$ cat src/rtl/dac_feeder_if.sv
// FIFO-side and DAC-side signal bundle for dac_feeder.
// master: the feeder itself; slave: the FIFO/DAC/control environment around it.
interface dac_feeder_if #(
    parameter int DATA_W = 12
);
    logic              enable_i;
    logic              empty_i;
    logic [DATA_W-1:0] rdata_i;
    logic              clr_i;
    logic              rden_o;
    logic [DATA_W-1:0] dac_data_o;
    logic              dac_wr_o;
    logic              underrun_o;
    logic [15:0]       underrun_cnt_o;

    modport master (
        input  enable_i,
        input  empty_i,
        input  rdata_i,
        input  clr_i,
        output rden_o,
        output dac_data_o,
        output dac_wr_o,
        output underrun_o,
        output underrun_cnt_o
    );

    modport slave (
        output enable_i,
        output empty_i,
        output rdata_i,
        output clr_i,
        input  rden_o,
        input  dac_data_o,
        input  dac_wr_o,
        input  underrun_o,
        input  underrun_cnt_o
    );
endinterface

$ cat src/rtl/dac_feeder.sv
// Paces FIFO pops at one sample per DIV clocks and presents each word to a parallel DAC.
// Optional macro DAC_FEEDER_MIDSCALE_EN: reset/underrun code becomes midscale instead of 0/hold.
module dac_feeder #(
    parameter int DATA_W = 12,
    parameter int DIV    = 20
) (
    input  logic         clk,
    input  logic         rst,
    dac_feeder_if.master bus
);

    localparam logic [7:0] CNT_RELOAD = 8'(DIV - 1);
`ifdef DAC_FEEDER_MIDSCALE_EN
    localparam logic [DATA_W-1:0] MID_CODE  = {1'b1, {(DATA_W-1){1'b0}}};
    localparam logic [DATA_W-1:0] IDLE_CODE = MID_CODE;
`else
    localparam logic [DATA_W-1:0] IDLE_CODE = {DATA_W{1'b0}};
`endif

    typedef enum logic [2:0] {
        S_IDLE   = 3'd0,
        S_WAIT   = 3'd1,
        S_POP    = 3'd2,
        S_LATCH  = 3'd3,
        S_STROBE = 3'd4
    } state_t;

    state_t            r_state;
    logic [7:0]        r_cnt;
    logic              r_rden;
    logic              r_dac_wr;
    logic [DATA_W-1:0] r_dac_data;
    logic              r_uflow_pend;
    logic              r_underrun;
    logic [15:0]       r_underrun_cnt;

    logic w_tick;
    logic w_serve;
    logic w_underrun;

    // STROBE also services a tick so that the shortest period (DIV=3) never misses one
    assign w_tick     = (r_state != S_IDLE) && bus.enable_i && (r_cnt == 8'd0);
    assign w_serve    = w_tick && ((r_state == S_WAIT) || (r_state == S_STROBE));
    assign w_underrun = w_serve && bus.empty_i;

    // Pace counter: free-runs DIV-1..0 while enabled, parked at DIV-1 otherwise
    always_ff @(posedge clk or posedge rst) begin
        if (rst) begin
            r_cnt <= CNT_RELOAD;
        end else if ((r_state == S_IDLE) || !bus.enable_i) begin
            r_cnt <= CNT_RELOAD;
        end else if (r_cnt == 8'd0) begin
            r_cnt <= CNT_RELOAD;
        end else begin
            r_cnt <= r_cnt - 8'd1;
        end
    end

    // Sample FSM: pop, latch, strobe; a popped word always completes even if enable drops
    always_ff @(posedge clk or posedge rst) begin
        if (rst) begin
            r_state      <= S_IDLE;
            r_rden       <= 1'b0;
            r_dac_wr     <= 1'b0;
            r_dac_data   <= IDLE_CODE;
            r_uflow_pend <= 1'b0;
        end else begin
            r_rden   <= 1'b0;
            r_dac_wr <= 1'b0;
            case (r_state)
                S_IDLE: begin
                    if (bus.enable_i) begin
                        r_state <= S_WAIT;
                    end else begin
                        r_state <= S_IDLE;
                    end
                end
                S_WAIT: begin
                    if (!bus.enable_i) begin
                        r_state <= S_IDLE;
                    end else if (w_serve) begin
                        r_state      <= S_POP;
                        r_rden       <= !bus.empty_i;
                        r_uflow_pend <= bus.empty_i;
                    end else begin
                        r_state <= S_WAIT;
                    end
                end
                S_POP: begin
                    r_state <= S_LATCH;
                end
                S_LATCH: begin
                    r_state <= S_STROBE;
                    if (r_uflow_pend) begin
`ifdef DAC_FEEDER_MIDSCALE_EN
                        r_dac_data <= MID_CODE;
`else
                        r_dac_data <= r_dac_data;
`endif
                    end else begin
                        r_dac_data <= bus.rdata_i;
                    end
                end
                S_STROBE: begin
                    r_dac_wr <= 1'b1;
                    if (!bus.enable_i) begin
                        r_state <= S_IDLE;
                    end else if (w_serve) begin
                        r_state      <= S_POP;
                        r_rden       <= !bus.empty_i;
                        r_uflow_pend <= bus.empty_i;
                    end else begin
                        r_state <= S_WAIT;
                    end
                end
                default: begin
                    r_state <= S_IDLE;
                end
            endcase
        end
    end

    // Sticky underrun flag and saturating count; an underrun wins over a same-cycle clear
    always_ff @(posedge clk or posedge rst) begin
        if (rst) begin
            r_underrun     <= 1'b0;
            r_underrun_cnt <= 16'd0;
        end else if (w_underrun) begin
            r_underrun <= 1'b1;
            if (bus.clr_i) begin
                r_underrun_cnt <= 16'd1;
            end else if (r_underrun_cnt != 16'hFFFF) begin
                r_underrun_cnt <= r_underrun_cnt + 16'd1;
            end else begin
                r_underrun_cnt <= r_underrun_cnt;
            end
        end else if (bus.clr_i) begin
            r_underrun     <= 1'b0;
            r_underrun_cnt <= 16'd0;
        end else begin
            r_underrun     <= r_underrun;
            r_underrun_cnt <= r_underrun_cnt;
        end
    end

    assign bus.rden_o         = r_rden;
    assign bus.dac_wr_o       = r_dac_wr;
    assign bus.dac_data_o     = r_dac_data;
    assign bus.underrun_o     = r_underrun;
    assign bus.underrun_cnt_o = r_underrun_cnt;

endmodule

$ cat src/flat_wrapper.sv
// flat-port wrapper written by rule: the top's interface ports become plain ports
module dac_feeder_flat 
#(
    parameter int DATA_W = 12,
    parameter int DIV    = 20
)
  (clk, rst, bus_enable_i, bus_empty_i, bus_rdata_i, bus_clr_i, bus_rden_o, bus_dac_data_o, bus_dac_wr_o, bus_underrun_o, bus_underrun_cnt_o);
  dac_feeder_if #(.DATA_W(DATA_W)) bus_i ();
  input  logic clk;
  input  logic rst;
  input wire logic [$bits(bus_i.enable_i)-1:0] bus_enable_i;
  input wire logic [$bits(bus_i.empty_i)-1:0] bus_empty_i;
  input wire logic [$bits(bus_i.rdata_i)-1:0] bus_rdata_i;
  input wire logic [$bits(bus_i.clr_i)-1:0] bus_clr_i;
  output wire logic [$bits(bus_i.rden_o)-1:0] bus_rden_o;
  output wire logic [$bits(bus_i.dac_data_o)-1:0] bus_dac_data_o;
  output wire logic [$bits(bus_i.dac_wr_o)-1:0] bus_dac_wr_o;
  output wire logic [$bits(bus_i.underrun_o)-1:0] bus_underrun_o;
  output wire logic [$bits(bus_i.underrun_cnt_o)-1:0] bus_underrun_cnt_o;
  assign bus_i.enable_i = bus_enable_i;
  assign bus_i.empty_i = bus_empty_i;
  assign bus_i.rdata_i = bus_rdata_i;
  assign bus_i.clr_i = bus_clr_i;
  assign bus_rden_o = bus_i.rden_o;
  assign bus_dac_data_o = bus_i.dac_data_o;
  assign bus_dac_wr_o = bus_i.dac_wr_o;
  assign bus_underrun_o = bus_i.underrun_o;
  assign bus_underrun_cnt_o = bus_i.underrun_cnt_o;
  dac_feeder #(.DATA_W(DATA_W), .DIV(DIV)) u_core (.clk(clk), .rst(rst), .bus(bus_i));
endmodule
$ cat config.mk
export PLATFORM = sky130hd
export DESIGN_NAME = dac_feeder_flat
export DESIGN_NICKNAME = d
export VERILOG_FILES = /design/src/rtl/dac_feeder_if.sv /design/src/rtl/dac_feeder.sv /design/src/flat_wrapper.sv
export SDC_FILE = /design/constraint.sdc
export NUM_CORES = 1
export LEC_CHECK = 0
export ABC_CLOCK_PERIOD_IN_PS = 3110
export CORE_ASPECT_RATIO = 0.75
export CORE_MARGIN = 2
export CORE_UTILIZATION = 42
export DETAILED_ROUTE_END_ITERATION = 6
export PLACE_DENSITY_LB_ADDON = 0.12
export SLEW_MARGIN = 10
export SYNTH_ARGS = -nofsm -noshare
export SYNTH_HDL_FRONTEND = slang
export SYNTH_SLANG_ARGS = --single-unit
$ cat constraint.sdc
create_clock -name clk -period 3.11 [get_ports clk]
set_input_delay 0.622 -clock clk [delete_from_list [all_inputs] [get_ports clk]]
set_output_delay 0.622 -clock clk [all_outputs]
set_load 0.1 [all_outputs]
==> run_results.csv, run 1 <==
group,metric,value,unit
layout,nNetsFinal,270,
place,gp_congestion,0.818,
layout,drive_above_1_share,0.294,
sta,period_minus_slack,2.43,ns
clocking,cts_buffer_depth,2,
run,drv_cap,0,
synthesis,async_reset_ff_frac,1.00,
critical_path,path_class,"in -> reg",
place,dpl-instance-area,2630,um2
global_routing,grt_pass1_wl,7620,um
layout,postLayoutCellArea,2760,um2
critical_path,reg2reg_depth,5,
synthesis,yosysUniqueCellTypes,48,
critical_path,critPathLaunchType,"input pin",
floorplan,die_area,5740,um2
synthesis,synth.area.top_cells,"dfrtp_1 (46%), mux2_2 (6.8%), xnor2_1 (5.7%), nor4_4 (3.9%), dfstp_2 (3.6%)",
routing,wl_met2,1820,um
critical_path,crit_fanout,6,
routing,via_count,1620,
synthesis,synth_top_area_cell,"dfrtp_1",
layout,utilization,0.561,
global_routing,grt_pass1_vias,1610,
synthesis,yosys.area.top_type_share,0.463,
sta,skew,0.0107,ns
layout,instances_no_fill,312,
floorplan,start_util,0.439,
routing,post-route-drc-count,0,
pwr,power.leakage,1.23,nW
synthesis,synth.most_common_cell,"dfrtp_1",
synthesis,syn_avg_cell_area,11.0,um2
place,port_buffers,47,
critical_path,crit_required,3.29,ns
sta,tightest_slew,0.526,ns
pwr,power_density,445,nW/um2
place,place_hpwl,3160,um
routing,drtIter0Drc,53,
synthesis,syn-num-nets,216,
synthesis,syn_inst,197,
pwr,vdd_drop_max,0.211,mV
synthesis,ys_ff_latch,43,
clocking,postCtsHoldBufs,0,
floorplan,fp.dieW,86.8,um
sta,hold_viol,0,
clocking,cts_sinks,43,
sta,slew_viol_final,0,
clocking,cts_tree,"built",
clocking,cts_resized,0,
sta,max_slew_margin,0.650,
global_routing,grt_util_all_layers,0.173,
synthesis,synth_warnings,0,
routing,final_antenna_net_count,0,
clocking,numCtsBuffers,5,
clocking,cts-root-buf,"clkbuf_8",
layout,layout.area.seq,1080,um2
layout,n_antenna_cell,0,
sta,setup_viol,0,
routing,wirelength,4390,um
critical_path,worst-r2r-setup-slack,1.05,ns
place,dp_cells,304,
sta,clock.fmax,0.411,GHz
global_routing,antenna_found_initial,0,
synthesis,mappedNetlistArea,2160,um2
routing,viasPerCell,5.19,
sta,rsz0062_at_grt,"no",
critical_path,end_kind,"flop",
routing,first_pass_iters,4,
global_routing,overflow,0,
sta,finalSetupTns,0,ns
clocking,clk_pin_slew,0.08,ns
synthesis,ys_top_cells_by_count,"dfrtp_1 (40), nor2_1 (20), nand2_1 (16)",
floorplan,io_pins,48,
routing,route.met3.wl,214,um
clocking,h-tree-depth,2,
worst_hold_path,whs_path_depth,1,
worst_hold_path,min_path_type,"reg -> reg",
pwr,p_total,1.23,mW
routing,top_layer,"met4",
critical_path,worstPathArrival,2.61,ns
floorplan,coreArea,4930,um2
sta,period_share,0.782,
synthesis,ys.flop_type,"dfrtp_1",
synthesis,synth-edff-count,0,
layout,syn_to_final_growth,27.9,%
layout,multi_input_area,1010,um2
run_status,status,"completed",
synthesis,yosysSeqAreaShare,0.500,
floorplan,num_rows,22,
floorplan,die_height,66.1,um
routing,detail_route.wl_per_cell,14.1,um
layout,n_fill_cell,448,
clocking,clock_latency,0.30,ns
routing,wl_met1,2290,um
global_routing,grt_max_degree,44,
clocking,post_cts_buffers,0,
## placed cells by master (no fill, tap or decap), types with 2 or more instances in the layout
master / instances
a21oi_1: 2
and3_1: 2
buf_4: 37
bufinv_16: 2
clkbuf_8: 5
clkdlybuf4s50_1: 16
dfrtp_1: 40
dfstp_2: 3
ha_1: 2
inv_1: 8
mux2_2: 13
nand2_1: 16
nand2b_1: 3
nand3_1: 6
nand4_1: 7
nor2_1: 20
nor2b_1: 2
nor3_1: 7
nor3b_1: 2
nor4_1: 3
nor4_4: 4
o21ai_0: 7
o21ai_1: 3
or2_2: 2
xnor2_1: 14
xor2_1: 4
## through the flow
step	hold slack, ns	setup WS [ns]
global route	0.494	0.610
detailed placement	0.455	0.395
floorplan	0.439	0.593
CTS	0.474	0.676
global placement	0.448	0.400
finish	0.469	0.679
## final cells by class
type                            count  share of cell area
Clock inverter                      2              0.0217
Inverter                            8              0.0109
Tap cell                           60              0.0272
Clock buffer                        6              0.0263
Multi-Input combinational cell    140               0.365
Timing Repair Buffer               53               0.159
Sequential cell                    43               0.391
## worst max-delay path, cell delays in order
cell and delay [ns]:
clkdlybuf4s50_1 0.50, or3b_4 0.42, or3_1 0.50, nor2_1 0.16, nand4_1 0.12, mux2_2 0.29
## state kept, by name, indices dropped and copies added (netlist names)
| name | flops |
|---|---|
| u_core.bus.rden_o | 1 |
| u_core.r_uflow_pend | 1 |
| u_core.bus.dac_wr_o | 1 |
| u_core.bus.underrun_o | 1 |
| u_core.bus.dac_data_o | 12 |
| u_core.r_state | 3 |
| u_core.bus.underrun_cnt_o | 16 |
| u_core.r_cnt | 8 |
## worst paths after layout
| check | startpoint | endpoint |
|---|---|---|
| setup / recovery | bus_empty_i | u_core.bus.underrun_cnt_o[7]$_DFFE_PP0P_ |
| hold / removal | u_core.r_cnt[0]$_DFF_PP1_ | u_core.r_cnt[0]$_DFF_PP1_ |
| setup reg to reg | u_core.r_cnt[7]$_DFF_PP0_ | u_core.bus.underrun_cnt_o[7]$_DFFE_PP0P_ |
| hold reg to reg | u_core.r_cnt[0]$_DFF_PP1_ | u_core.r_cnt[0]$_DFF_PP1_ |
| max in group asynchronous | rst | u_core.r_cnt[4]$_DFF_PP1_ |
| min in group asynchronous | rst | u_core.bus.dac_data_o[6]$_DFFE_PP0P_ |
## power breakdown
group	internal, mW	switching [mW]	total, mW
Clock	0.321	0.197	0.518
Sequential	0.571	0.00766	0.579
Combinational	0.0425	0.0917	0.134
## cell families after synthesis
kind of cell | after synthesis | synth area share
buf+inv | 14 | 0.0342
xor+xnor | 18 | 0.0730
flops | 43 | 0.500
mux | 14 | 0.0724
fa+ha+maj | 2 | 0.0116
simple gates | 88 | 0.261
compound gates | 18 | 0.0486
## metal layers
layer	GRT usage	vias to the layer above
met2	0.252	33
met5	0	-
met1	0.244	786
met4	0.0645	0
met3	0.0462	7
li1	-	794
(Power assumes the default switching activity.)
==> run 2, diff against run 1 <==
--- a/config.mk
+++ b/config.mk
@@ -5,7 +5,7 @@
 export SDC_FILE = /design/constraint.sdc
 export NUM_CORES = 1
 export LEC_CHECK = 0
-export ABC_CLOCK_PERIOD_IN_PS = 3110
+export ABC_CLOCK_PERIOD_IN_PS = 2000
 export CORE_ASPECT_RATIO = 0.75
 export CORE_MARGIN = 2
 export CORE_UTILIZATION = 42
==> constraint.sdc (replaced) <==
create_clock -name clk -period 2 [get_ports clk]
set_input_delay 0.4 -clock clk [delete_from_list [all_inputs] [get_ports clk]]
set_output_delay 0.4 -clock clk [all_outputs]
set_load 0.1 [all_outputs]
==> run 2 against run 1 <==
Clock-buffer cell count unchanged. Combinational power grew 66%. Setup slack worse by 0.64 ns. Via count rose by 4.1%. Wire length grew 5.1%. Non-clock buffer count grew 17. Power up 35%. Sequential share of layout area decreased by 1.5 points. Hold slack got worse by 0.028 ns. Critical path depth is the same. First-iteration DRC count increased by 15%. Cell area up 7.2%. Critical path type is now reg -> reg.
==> run_results.csv, run 2 (same netlist as run 1, synthesis figures left out) <==
group,metric,value,unit
critical_path,cp.depth,6,
layout,largest_register_ffs,16,
global_routing,grt_max_degree,26,
critical_path,crit_chain,"or3b_4 -> or3_4 -> buf_4 -> nor2_1 -> nand4_1 -> mux2_2",
critical_path,critPathLaunchType,"flop",
routing,detail_route.wl_per_cell,14.0,um
critical_path,reg2reg_depth,6,
layout,nNetsFinal,287,
critical_path,crit_path_max_incr_delay,0.43,ns
sta,holdWs,0.440,ns
critical_path,worst-r2r-setup-slack,0.04,ns
sta,period_minus_slack,1.96,ns
floorplan,die_area,5740,um2
clocking,cts-root-buf,"clkbuf_8",
routing,viasPerCell,5.13,
global_routing,antenna_found_initial,0,
floorplan,num_rows,22,
layout,utilization,0.601,
clocking,clock_latency,0.29,ns
global_routing,grt_pass1_vias,1688,
pwr,power_density,560,nW/um2
sta,finalSetupTns,0,ns
critical_path,r2r-start,"u_core.r_cnt[7]$_DFF_PP0_",
routing,via_count,1687,
routing,wirelength,4610,um
floorplan,start_util,0.439,
sta,slew_viol_final,0,
clocking,cts_buffer_depth,2,
layout,mostFrequentLayoutCell,"buf_4",
critical_path,crit_fanout,4,
sta,setup_viol,0,
place,gp_congestion,0.814,
sta,hold_viol,0,
floorplan,coreArea,4930,um2
critical_path,crit_buf_inv,1,
floorplan,die_height,66.1,um
clocking,clk_pin_slew,0.08,ns
layout,drive_above_1_share,0.409,
layout,postLayoutCellArea,2960,um2
routing,drtIter0Drc,61,
place,port_buffers,47,
floorplan,fp.dieW,86.8,um
critical_path,end_kind,"flop",
place,dpl-instance-area,2850,um2
critical_path,r2r_end,"u_core.bus.underrun_cnt_o[7]$_DFFE_PP0P_",
run_status,status,"completed",
sta,skew,0.00699,ns
critical_path,crit_family,"simple AND/OR/NAND/NOR gates",
critical_path,path_class,"reg -> reg",
global_routing,overflow,0,
sta,tightest_slew,0.354,ns
clocking,cts_tree,"built",
worst_hold_path,min_path_type,"in -> async",
sta,clock.fmax,0.511,GHz
pwr,vdd_drop_max,0.337,mV
global_routing,grt_util_all_layers,0.180,
pwr,power.leakage,1.28,nW
routing,post-route-drc-count,0,
critical_path,cp_slowest_cell,"dfrtp_1",
clocking,h-tree-depth,2,
place,place_hpwl,3510,um
run,drv_cap,0,
layout,mostFrequentLayoutCells,"buf_4 (49), dfrtp_1 (24), nor2_1 (20), nand2_1 (16), clkdlybuf4s50_1 (15)",
global_routing,grt_pass1_wl,7990,um
clocking,cts_sinks,43,
layout,syn_to_final_growth,37.0,%
routing,final_antenna_net_count,0,
layout,n_antenna_cell,0,
floorplan,io_pins,48,
sta,period_share,0.978,
critical_path,crit_required,2.18,ns
routing,first_pass_iters,4,
critical_path,worstPathArrival,2.14,ns
clocking,numCtsBuffers,5,
sta,max_slew_margin,0.763,
-- run 2: worst min-delay path, stage by stage --
cell,delay [ns]
clkdlybuf4s50_1,0.39
inv_1,0.07
buf_4,0.26
-- run 2: final cells by class --
type,instances,area [um2]
Clock buffer,6,72.6
Clock inverter,2,12.5
Fill cell,441,1970
Inverter,8,30.0
Multi-Input combinational cell,140,1030
Sequential cell,43,1110
Tap cell,60,75.1
Timing Repair Buffer,70,627
-- run 2: layer usage --
| layer | global-route usage | part of all wire | vias to the layer above |
|---|---|---|---|
| met5 | 0 | 0 | - |
| met4 | 0.0527 | 0.010 | 0 |
| met3 | 0.0562 | 0.054 | 5 |
| met2 | 0.254 | 0.43 | 36 |
| met1 | 0.264 | 0.50 | 818 |
| li1 | - | - | 828 |
-- run 2: through the flow --
stage / setup WS (ns) / cells / total power [mW]
after floorplan: -0.0107 / 197 / 1.06
final: 0.0435 / 329 / 1.66
after global routing: -0.0203 / 329 / 1.73
after global placement: -0.371 / 319 / 1.14
after detailed placement: -0.422 / 319 / 1.14
after CTS: 0.0480 / 327 / 1.68
-- run 2: timing repair --
action / CTS / global route
setup buffers: 0 / 2
hold buffers: 0 / 0
pin swaps: 0 / 2
gates resized for setup: 2 / 1
hold endpoints to repair: 0 / 0
endpoints found under the setup margin: 5 / 4
gates cloned: 0 / 0
-- run 2: power breakdown --
part | internal (mW) | switching, mW
Clock | 0.244 | 0.294
Sequential | 0.888 | 0.0101
Combinational | 0.0743 | 0.148
Total | 1.21 | 0.452
-- run 2: worst max-delay path by stage --
stage | from | to | slack, ns
final | u_core.r_cnt[7]$_DFF_PP0_ | u_core.bus.underrun_cnt_o[7]$_DFFE_PP0P_ | 0.04
after global routing | u_core.r_cnt[2]$_DFF_PP0_ | u_core.bus.underrun_cnt_o[8]$_DFFE_PP0P_ | -0.02
after CTS | u_core.r_cnt[3]$_DFF_PP0_ | u_core.bus.underrun_cnt_o[8]$_DFFE_PP0P_ | 0.05
after detailed placement | bus_empty_i | u_core.bus.underrun_cnt_o[7]$_DFFE_PP0P_ | -0.42
after global placement | bus_empty_i | u_core.bus.underrun_cnt_o[7]$_DFFE_PP0P_ | -0.37
after floorplan | u_core.bus.underrun_cnt_o[12]$_DFFE_PP0P_ | u_core.bus.underrun_cnt_o[7]$_DFFE_PP0P_ | -0.01
==> run 3, diff against run 2 <==
--- a/config.mk
+++ b/config.mk
@@ -6,8 +6,6 @@
 export NUM_CORES = 1
 export LEC_CHECK = 0
 export ABC_CLOCK_PERIOD_IN_PS = 2000
-export CORE_ASPECT_RATIO = 0.75
-export CORE_MARGIN = 2
 export CORE_UTILIZATION = 42
 export DETAILED_ROUTE_END_ITERATION = 6
 export PLACE_DENSITY_LB_ADDON = 0.12
==> run 3 against run 2 <==
Setup slack improved by 0.047 ns. Combinational power about the same. Clock power is 29% higher. Clock skew fell by 0.0026 ns. Largest power group unchanged.
==> run_results.csv, run 3 (same netlist as run 1, synthesis figures left out) <==
group,metric,value,unit
critical_path,critPathLaunchType,"flop",
floorplan,die_height,73.7,um
place,place_hpwl,3330,um
place,dpl-instance-area,2870,um2
routing,drtIter0Drc,92,
sta,period_minus_slack,1.91,ns
layout,syn_to_final_growth,39.0,%
sta,tightest_slew,0.371,ns
floorplan,start_util,0.446,
clocking,cts_sinks,43,
layout,mostFrequentLayoutCell,"buf_4",
pwr,p_sw_frac,0.264,
sta,clock.fmax,0.524,GHz
worst_hold_path,min_path_type,"in -> async",
layout,instances_no_fill,336,
clocking,clock_latency,0.30,ns
clocking,cts_buffer_depth,2,
layout,drive_above_1_share,0.409,
critical_path,reg2reg_depth,6,
clocking,numCtsBuffers,5,
sta,max_slew_margin,0.752,
critical_path,r2r-start,"u_core.r_cnt[7]$_DFF_PP0_",
layout,mostFrequentLayoutCells,"buf_4 (48), dfrtp_1 (24), nor2_1 (20), nand2_1 (16), clkdlybuf4s50_1 (15)",
pwr,power_density,604,nW/um2
layout,n_antenna_cell,0,
pwr,p_int,1.33,mW
sta,slew_viol_final,0,
critical_path,worstPathArrival,2.10,ns
floorplan,num_rows,25,
routing,detail_route.wl_per_cell,13.7,um
global_routing,grt_pass1_vias,1662,
routing,first_pass_iters,4,
pwr,combPwrFrac,0.123,
global_routing,overflow,0,
place,post-place-ws,-0.394,ns
floorplan,die_area,5440,um2
routing,post-route-drc-count,0,
place,gp_congestion,0.775,
floorplan,io_pins,48,
pwr,p_total,1.81,mW
layout,nNetsFinal,287,
clocking,cts-root-buf,"clkbuf_8",
routing,via_count,1674,
sta,setup_slack,0.0900,ns
floorplan,fp.dieW,73.7,um
critical_path,crit_required,2.19,ns
layout,largest_register_ffs,16,
critical_path,path_class,"reg -> reg",
sta,hold_viol,0,
sta,skew,0.00440,ns
pwr,p_sw,0.479,mW
clocking,h-tree-depth,2,
layout,utilization,0.619,
place,port_buffers,47,
run,drv_cap,0,
critical_path,r2r_end,"u_core.bus.underrun_cnt_o[15]$_DFFE_PP0P_",
critical_path,worst-r2r-setup-slack,0.09,ns
critical_path,crit_fanout,3,
sta,finalSetupTns,0,ns
clocking,clk_pin_slew,0.09,ns
pwr,clkPwrFrac,0.382,
sta,setup_viol,0,
pwr,vdd_drop_max,0.409,mV
routing,wirelength,4600,um
layout,postLayoutCellArea,3000,um2
clocking,cts_tree,"built",
routing,final_antenna_net_count,0,
global_routing,grt_pass1_wl,7880,um
floorplan,coreArea,4850,um2
pwr,power.leakage,1.30,nW
global_routing,grt_util_all_layers,0.195,
place,dp_cells,326,
sta,period_share,0.955,
pwr,seqPwrFrac,0.495,
global_routing,grt_max_degree,44,
critical_path,end_kind,"flop",
sta,rsz0062_at_grt,"no",
run_status,status,"completed",
routing,viasPerCell,4.98,
sta,holdWs,0.428,ns
global_routing,antenna_found_initial,0,
[run 3: cell count changes in the layout (fill, tap and decap cells not counted), sizes merged]
cell	previous run	this run
clkinvlp	1	0
inv	8	7
bufinv	0	1
clkbuf	6	5
clkinv	1	3
[run 3: cell type report]
class | count | area (um2)
clock inverter | 3 | 43.8
multi-input combinational | 140 | 1020
inverter | 8 | 30.0
timing repair buffer | 70 | 639
fill | 421 | 1850
clock buffer | 5 | 68.8
sequential | 43 | 1110
tap | 67 | 83.8
[run 3: repair_timing]
item                       CTS  global route
hold buffers                 0             0
buffers inserted             0             2
setup endpoints to repair    5             2
resized for setup            1             1
[run 3: power groups by stage]
stage / Clock (mW) / Combinational (mW) / Sequential [mW]
finish: 0.693 / 0.223 / 0.897
global route: 0.736 / 0.237 / 0.900
floorplan: 0 / 0.0560 / 1.00
global placement: 0 / 0.224 / 0.914
detailed placement: 0 / 0.226 / 0.915
CTS: 0.714 / 0.226 / 0.898
[run 3: metal layers]
metal  track usage  wire, um  vias up
met5             0         0        -
met4        0.0962        89        0
met3        0.0480       228        7
met2         0.306      2090       38
met1         0.249      2190      801
li1              -         -      828
[run 3: how the worst max path moves through the flow]
stage          slack [ns]  cells after the start                                      start                                   endpoint
6_report             0.09                      6                  u_core.r_cnt[7]$_DFF_PP0_  u_core.bus.underrun_cnt_o[15]$_DFFE_PP0P_
5_1_grt              0.02                      6                  u_core.r_cnt[7]$_DFF_PP0_  u_core.bus.underrun_cnt_o[15]$_DFFE_PP0P_
4_1_cts              0.08                      6                  u_core.r_cnt[7]$_DFF_PP0_  u_core.bus.underrun_cnt_o[15]$_DFFE_PP0P_
3_5_place_dp        -0.39                      7                                bus_empty_i  u_core.bus.underrun_cnt_o[15]$_DFFE_PP0P_
3_3_place_gp        -0.38                      7                                bus_empty_i  u_core.bus.underrun_cnt_o[15]$_DFFE_PP0P_
2_1_floorplan       -0.01                      5  u_core.bus.underrun_cnt_o[12]$_DFFE_PP0P_   u_core.bus.underrun_cnt_o[7]$_DFFE_PP0P_
[run 3: critical path, stage by stage, from the launching register on]
cell	delay, ns
dfrtp_1	0.42
or3b_4	0.41
or3_1	0.33
buf_4	0.17
nor4_4	0.21
mux2i_1	0.22
nor2_1	0.05
